## config.mk

```make
export PLATFORM = sky130hd
export DESIGN_NAME = fetch_unit
export DESIGN_NICKNAME = d
export VERILOG_FILES = /design/src/rtl/fetch_unit.sv
export SDC_FILE = /design/constraint.sdc
export NUM_CORES = 1
export LEC_CHECK = 0
export ABC_AREA = 0
export CAP_MARGIN = 20
export CORE_MARGIN = 3
export CORE_UTILIZATION = 35
export CTS_BUF_LIST = sky130_fd_sc_hd__clkbuf_16
export DETAILED_ROUTE_END_ITERATION = 7
export PLACE_DENSITY_LB_ADDON = 0.3
export SLEW_MARGIN = 20
export SYNTH_ARGS = -nofsm -noshare
export SYNTH_HDL_FRONTEND = slang
export SYNTH_SLANG_ARGS = --single-unit
```

## constraint.sdc

```tcl
create_clock -name clk_i -period 2.2 [get_ports clk_i]
set_clock_uncertainty 0.15 [all_clocks]
set_input_delay 0.44 -clock clk_i [delete_from_list [all_inputs] [get_ports clk_i]]
set_output_delay 0.44 -clock clk_i [all_outputs]
set_load 0.03 [all_outputs]
```

## src/rtl/fetch_unit.sv

```systemverilog
// Instruction-fetch stage: owns the PC, issues single-outstanding imem requests and
// buffers responses in a 2-entry queue. FETCH_PERF_CNT_EN adds fetch/bubble counters.
module fetch_unit #(
    parameter logic [31:0] RESET_PC = 32'h0000_0000
) (
    input  logic        clk_i,
    input  logic        rst_n_i,
    input  logic        stall_i,
    input  logic        redirect_i,
    input  logic [31:0] redirect_pc_i,
    output logic        imem_req_o,
    output logic [31:0] imem_addr_o,
    input  logic        imem_ready_i,
    input  logic [31:0] imem_rdata_i,
    output logic        valid_o,
    output logic [31:0] pc_o,
    output logic [31:0] instr_o
`ifdef FETCH_PERF_CNT_EN
    ,
    output logic [31:0] perf_fetch_o,
    output logic [31:0] perf_bubble_o
`endif
);

    typedef enum logic [1:0] {IDLE, RUN, DRAIN} state_e;

    typedef struct packed {
        logic [31:0] pc;
        logic [31:0] instr;
    } entry_t;

    state_e          state_q, state_d;
    logic [31:0]     pc_q;
    logic [31:0]     stale_q;
    logic [1:0]      count_q;
    entry_t [1:0]    queue_q;
    logic            push, pop, wr_idx;

    always_ff @(posedge clk_i or negedge rst_n_i) begin
        if (!rst_n_i) state_q <= IDLE;
        else          state_q <= state_d;
    end

    always_comb begin
        state_d = state_q;
        case (state_q)
            IDLE:    state_d = RUN;
            RUN:     if (redirect_i && imem_req_o && !imem_ready_i) state_d = DRAIN;
            DRAIN:   if (imem_ready_i) state_d = RUN;
            default: state_d = IDLE;
        endcase
    end

    // DRAIN keeps presenting the stale address until the in-flight request is accepted.
    always_comb begin
        imem_req_o  = (state_q == DRAIN) || ((state_q == RUN) && !count_q[1]);
        imem_addr_o = (state_q == DRAIN) ? stale_q : pc_q;
        valid_o     = (count_q != 2'd0);
        pc_o        = valid_o ? queue_q[0].pc    : 32'd0;
        instr_o     = valid_o ? queue_q[0].instr : 32'd0;
    end

    assign push   = (state_q == RUN) && imem_req_o && imem_ready_i && !redirect_i;
    assign pop    = valid_o && !stall_i && !redirect_i;
    // Slot behind the head after this cycle's pop: count - pop, which is always 0 or 1 here.
    assign wr_idx = count_q[0] ^ pop;

    always_ff @(posedge clk_i or negedge rst_n_i) begin
        if (!rst_n_i) begin
            pc_q    <= RESET_PC;
            stale_q <= 32'd0;
            count_q <= 2'd0;
            queue_q <= '0;
        end else if (redirect_i) begin
            pc_q    <= redirect_pc_i;
            count_q <= 2'd0;
            if ((state_q == RUN) && imem_req_o && !imem_ready_i) stale_q <= pc_q;
        end else begin
            if (push) pc_q <= pc_q + 32'd4;
            if (push && !pop)      count_q <= count_q + 2'd1;
            else if (pop && !push) count_q <= count_q - 2'd1;
            if (pop)  queue_q[0]      <= queue_q[1];
            if (push) queue_q[wr_idx] <= {pc_q, imem_rdata_i};
        end
    end

`ifdef FETCH_PERF_CNT_EN
    always_ff @(posedge clk_i or negedge rst_n_i) begin
        if (!rst_n_i) begin
            perf_fetch_o  <= 32'd0;
            perf_bubble_o <= 32'd0;
        end else begin
            if (pop) perf_fetch_o <= perf_fetch_o + 32'd1;
            if (!valid_o && (state_q != IDLE)) perf_bubble_o <= perf_bubble_o + 32'd1;
        end
    end
`endif

endmodule

```

* Yosys cells after proc, flatten, opt, wreduce, memory -nomap -nowiden
Index checks and enable logic that the tools add are counted.
** Operators by class
- Add/subtract/negate cells :: 3
- $lt $le $gt $ge :: 2
- Equal/unequal tests :: 4
- Muxes and demuxes :: 17
- Bitwise gates (word level) :: 2
- Reduce and logical (&&, ||, !) cells :: 26
** Operator list (number)
- 64-bit 2-to-1 mux :: 4
- 32-bit 2-to-1 mux :: 5
- 128-bit bitwise mux :: 1
- 64-bit demux with 1-bit select :: 1
- 32-bit by 3-bit adder with 32-bit output, second input constant :: 1
- 1-bit logical AND :: 12
- 2-bit 2-to-1 mux :: 5
- 1-bit zero test :: 6
- 2-bit case mux with 3 select lines :: 1
- 2-bit AND reduction :: 3
- 2-bit inequality test, second input constant :: 2
- 2-bit nonzero test :: 2
- 3-bit nonzero test :: 1
- 2-bit by 1-bit adder with 2-bit output, second input constant :: 1
- 2-bit by 1-bit == test with 1-bit output, second input constant :: 1
- 2-bit == test, second input constant :: 1
- 2-bit zero test :: 1
- 1-bit by 2-bit < comparator with 1-bit output, second input constant :: 1
- 2-bit by 1-bit subtractor with 2-bit output, second input constant :: 1
- 1-bit greater-or-equal comparator, second input constant :: 1
- 1-bit logical OR :: 1
- 1-bit inverter :: 1
- 1-bit XOR :: 1
** Storage, ports and cells
- Bits in registers :: 196
- Input bits :: 69
- Output and inout port bits :: 98
- Word-level logic and storage cells :: 62

* Longest topological paths before layout
Gate-level depths: netlist of run 1.
- Depth after elaboration :: 11
- Gate-level depth with buffers :: 8
- Depth with buffers taken out :: 5

* Worst setup path before layout of run 1
OpenSTA, ideal clock, no wires.
- Kind :: input -> register
- From :: in redirect_i
- To :: reg queue_q[66] in the netlist's numbering
- Library setup time :: 0.125 ns
- Arrival time :: 2.003 ns
- Setup slack :: -0.078 ns
- Stages :: 6
- Buffers on the path :: 2
- Cells stage by stage :: buf_6 > nor4_1 > nor2_1 > nor3_4 > buf_6 > mux2_2
** Between the ends
- Longest elaborated chain between the ends :: 8
- Elaborated cells on any way between the ends :: 12
- Classes of those cells :: order compare (2); mux (3); bitwise (2); reduce/logical (5)
** Ends and longest elaborated chain
- start, declared :: line 9 : input logic redirect_i,
- 1-bit zero test :: line 63, 64
- 1-bit logical AND :: line 64 : assign pop = valid_o && !stall_i && !redirect_i;
- 1-bit XOR :: line 66 : assign wr_idx = count_q[0] ^ pop;
- 1-bit by 2-bit < comparator with 1-bit output (implied by the code) or 1-bit greater-or-equal comparator (tied branches) :: line 83 : if (push) queue_q[wr_idx] <= {pc_q, imem_rdata_i};
- 1-bit logical AND (implied by the code) :: line 83
- 64-bit 2-to-1 mux (implied by the code) :: line 83
- 64-bit demux with 1-bit select :: line 83
- 128-bit bitwise mux :: line 83
- end signal, assigned by index :: line 83
- end, declared :: line 36 : entry_t [1:0] queue_q;
Several ways; a longest one is shown, not always the timed one.
A chain may end at the register's enable or synchronous reset.

* Worst setup path after layout of run 1
- From :: reg state_q[1]
- To :: out imem_addr_o[6]
** Between the ends
- Longest elaborated chain between the ends :: 2
** Ends and longest elaborated chain
- start, declared :: line 32 : state_e state_q, state_d;
- start signal, assigned :: line 41 : else state_q <= state_d;
- 2-bit == test :: line 57 : imem_addr_o = (state_q == DRAIN) ? stale_q : pc_q;
- 32-bit 2-to-1 mux :: line 57
- end, declared :: line 12 : output logic [31:0] imem_addr_o,
Every way passes these cells.

==> results.yml, run 1 <==
synthesis:
  ys_ff_latch: 196
  ys.flop_type: "dfrtp_1"
  synth_area_sq_um: 9333
  synth.distinct_cells: 36
  netlist_instances: 950
  syn_avg_cell_area_sq_um: 9.824
  synth_seq_area_share: 0.5255
  ys_warn_count: 0
  syn_nets: 1020
  async_flop_share: 1.000
  synth_edf_count: 0
global_routing:
  grt_max_degree: 55
  antenna_found_initial: 1
  grt_use_total: 0.1784
  grt.overflow.total: 0
  grt_pass1_wl_mm: 40.74
  grt_pass1_vias: 7405
sta:
  hold_viol: 0
  fmax_mhz: 441.4
  relSlewSlack: 0.6581
  rsz0062_at_grt: "true"
  finalSetupTns_ns: -3.460
  fin_crit_ns: 2.266
  worstMarginPinSlew_ns: 0.5129
  post-route-period-util: 1.030
  setup_violations: 121
  fin_ws_ns: -0.06572
  final_max_slew_viol_count: 0
power:
  powerDensity_nw_per_um2: 992.3
  swShare: 0.3361
  p_leak_nw: 6.669
  p_sw_mw: 4.610
  vdd_drop_max_v: 0.0005341
  seqPwrFrac: 0.424
  clkPwrFrac: 0.229
  comb_power_share: 0.347
  power.total_mw: 13.72
  p_int_mw: 9.108
run_status:
  status: "finished, violations left"
  violations: "negative setup slack"
critical_path:
  arrival_ns: 1.68
  path_class: "flop to primary output"
  critPathCaptureType: "primary output"
  reg2reg_from: "state_q[1]$_DFFE_PN0P_"
  cp-start-kind: "flop"
  reg2reg_setup_slack_ns: -0.04
  cp_max_fo: 5
  r2r_cells: 7
  cp-endpoint: "imem_addr_o[6]"
  timing.rr.end: "queue_q[125]$_DFFE_PN0P_"
  worst_ep_required_time_ns: 1.61
  crit_start: "state_q[1]$_DFFE_PN0P_"
run:
  maxCapViolations: 0
cts:
  h-tree-depth: 4
  cts_tree: "done"
  cts-root-buf: "clkbuf_16"
  cts_buffers: 17
  clk_latency_ns: 0.44
  clk_pin_slew_ns: 0.08
  cts_buffer_depth: 2
  numClockSinks: 196
cells_and_area:
  drive_above_1_share: 0.3741
  antennaDiodeCount: 0
  nets: 1233
  register_area_sq_um: 4907
  syn_to_final_growth_pct: 48.13
  final_common_cell: "nand2_1"
  multi_input_area_sq_um: 4681
  layout_common_cells: "nand2_1 (224), dfrtp_1 (194), buf_6 (89)"
  fillerInstances: 2362
  fin_util: 0.5290
floorplanning:
  initial_core_util: 0.3571
  die_h_um: 169.3
  die_w_um: 169.3
  rows: 59
  die_area_sq_um: 28660
  coreArea_sq_um: 26130
  io_pins: 167
place:
  port_buffers: 166
  routabilityCongestion: 0.7982
  dp_slack_ns: -0.3427
  dp_hpwl_mm: 16.94
detailed_routing:
  routedWlPerCell_um: 17.81
  drt_iter0_markers: 539
  vias: 7519
  ant_nets: 0
  drc: 0
  wl_mm: 26.92
  dr.pass1.iters: 5
  viasPerCell: 4.976
hold_path:
  hp-class: "primary input to flop"
-- logic make-up after synthesis --
group | share of synthesized area
and+or+nand+nor | 0.1988
DFF | 0.5255
buffers and inverters | 0.04116
muxes | 0.1493
adders and majority gates | 0.001340
AOI/OAI and AO/OA | 0.05564
xor gates and xnor gates | 0.02815
-- through the flow --
stage / std cells / instance area (sq um) / hold WS [ns]
2_1_floorplan: 950 / 9333 / -0.005591
3_3_place_gp: 1455 / 11850 / 0.3069
3_5_place_dp: 1455 / 11850 / 0.3065
4_1_cts: 1497 / 13190 / 0.1834
5_1_grt: 1511 / 13820 / 0.2196
6_report: 1511 / 13820 / 0.2144
-- registers in the layout, indices dropped and copies added (netlist names) --
register  count
pc_q         32
count_q       2
stale_q      32
state_q       2
queue_q     128
-- Yosys cell counts, types with 3 or more instances --
library cell,instances,share of area
nor2_1,5,0.0020
mux2_2,62,0.075
nand4_1,11,0.0074
o21ai_1,3,0.0016
inv_1,5,0.0020
mux2_1,4,0.0048
nand3_1,6,0.0032
dfrtp_1,196,0.53
nor3_1,5,0.0027
nand2_1,290,0.12
mux2i_1,65,0.070
xor2_1,11,0.010
buf_1,3,0.0012
buf_4,3,0.0024
o21ai_0,97,0.052
and4_1,6,0.0056
xnor2_1,19,0.018
buf_6,7,0.0084
clkbuf_1,42,0.017
and3_1,4,0.0027
buf_2,19,0.010
and2_1,66,0.044
nor4_1,8,0.0054
-- how the worst min path moves through the flow --
stage                        endpoint  cells after the start        from
5_1_grt           pc_q[1]$_DFFE_PN0P_                      2  redirect_i
6_report          pc_q[1]$_DFFE_PN0P_                      2  redirect_i
3_3_place_gp   queue_q[2]$_DFFE_PN0N_                      1     rst_n_i
2_1_floorplan  count_q[0]$_DFFE_PN0P_                      0     rst_n_i
3_5_place_dp   queue_q[2]$_DFFE_PN0N_                      1     rst_n_i
4_1_cts           pc_q[1]$_DFFE_PN0P_                      2  redirect_i
-- power groups by stage --
stage | clock network, mW | registers (mW) | logic (mW)
after global placement | 0 | 5.74 | 3.83
final | 3.14 | 5.82 | 4.76
after CTS | 3.22 | 5.78 | 4.41
after floorplan | 0 | 5.52 | 2.53
after detailed placement | 0 | 5.79 | 3.93
after global routing | 3.37 | 5.99 | 5.16
-- metal layers --
| layer | track usage | part of all wire | routed length [um] | up-vias |
|---|---|---|---|---|
| li1 | - | - | - | 3572 |
| met1 | 0.2546 | 0.48 | 12820 | 3711 |
| met2 | 0.2851 | 0.46 | 12500 | 208 |
| met3 | 0.03215 | 0.049 | 1317 | 26 |
| met4 | 0.04125 | 0.0097 | 261 | 2 |
| met5 | 0 | 0.00048 | 13 | - |
-- final cells by class --
class / instances / share of cell area
clock buffers: 17 / 0.03077
clock inverters: 15 / 0.01231
inverters: 5 / 0.001720
well taps: 335 / 0.03032
multi-input cells: 676 / 0.3386
flip-flops and latches: 196 / 0.3550
repair buffers: 267 / 0.2313
-- repair_timing --
| action | in CTS | in global routing |
|---|---|---|
| gates resized for setup | 203 | 127 |
| endpoints found under the hold margin | 47 | 0 |
| buffers inserted | 6 | 5 |
| gates cloned | 4 | 9 |
| pin swaps | 50 | 35 |
| setup endpoints to repair | 100 | 221 |
| hold buffers | 1 | 0 |
-- critical path, stage by stage (launching register included) --
cell and delay [ns]:
dfrtp_1 0.37, buf_6 0.12, nor2b_4 0.18, buf_8 0.17
buf_8 0.14, nand2_2 0.06, nand2_4 0.07, buf_12 0.11
Note: power is estimated with default switching activity, not from simulation.
==> run 2, diff against run 1 <==
--- a/config.mk
+++ b/config.mk
@@ -11,6 +11,7 @@
 export CORE_UTILIZATION = 35
 export CTS_BUF_LIST = sky130_fd_sc_hd__clkbuf_16
 export DETAILED_ROUTE_END_ITERATION = 7
+export GPL_ROUTABILITY_DRIVEN = 0
 export PLACE_DENSITY_LB_ADDON = 0.3
 export SLEW_MARGIN = 20
 export SYNTH_ARGS = -nofsm -noshare
==> results of run 2 <==
Final layout, timing and power as in run 1 (identical DEF).
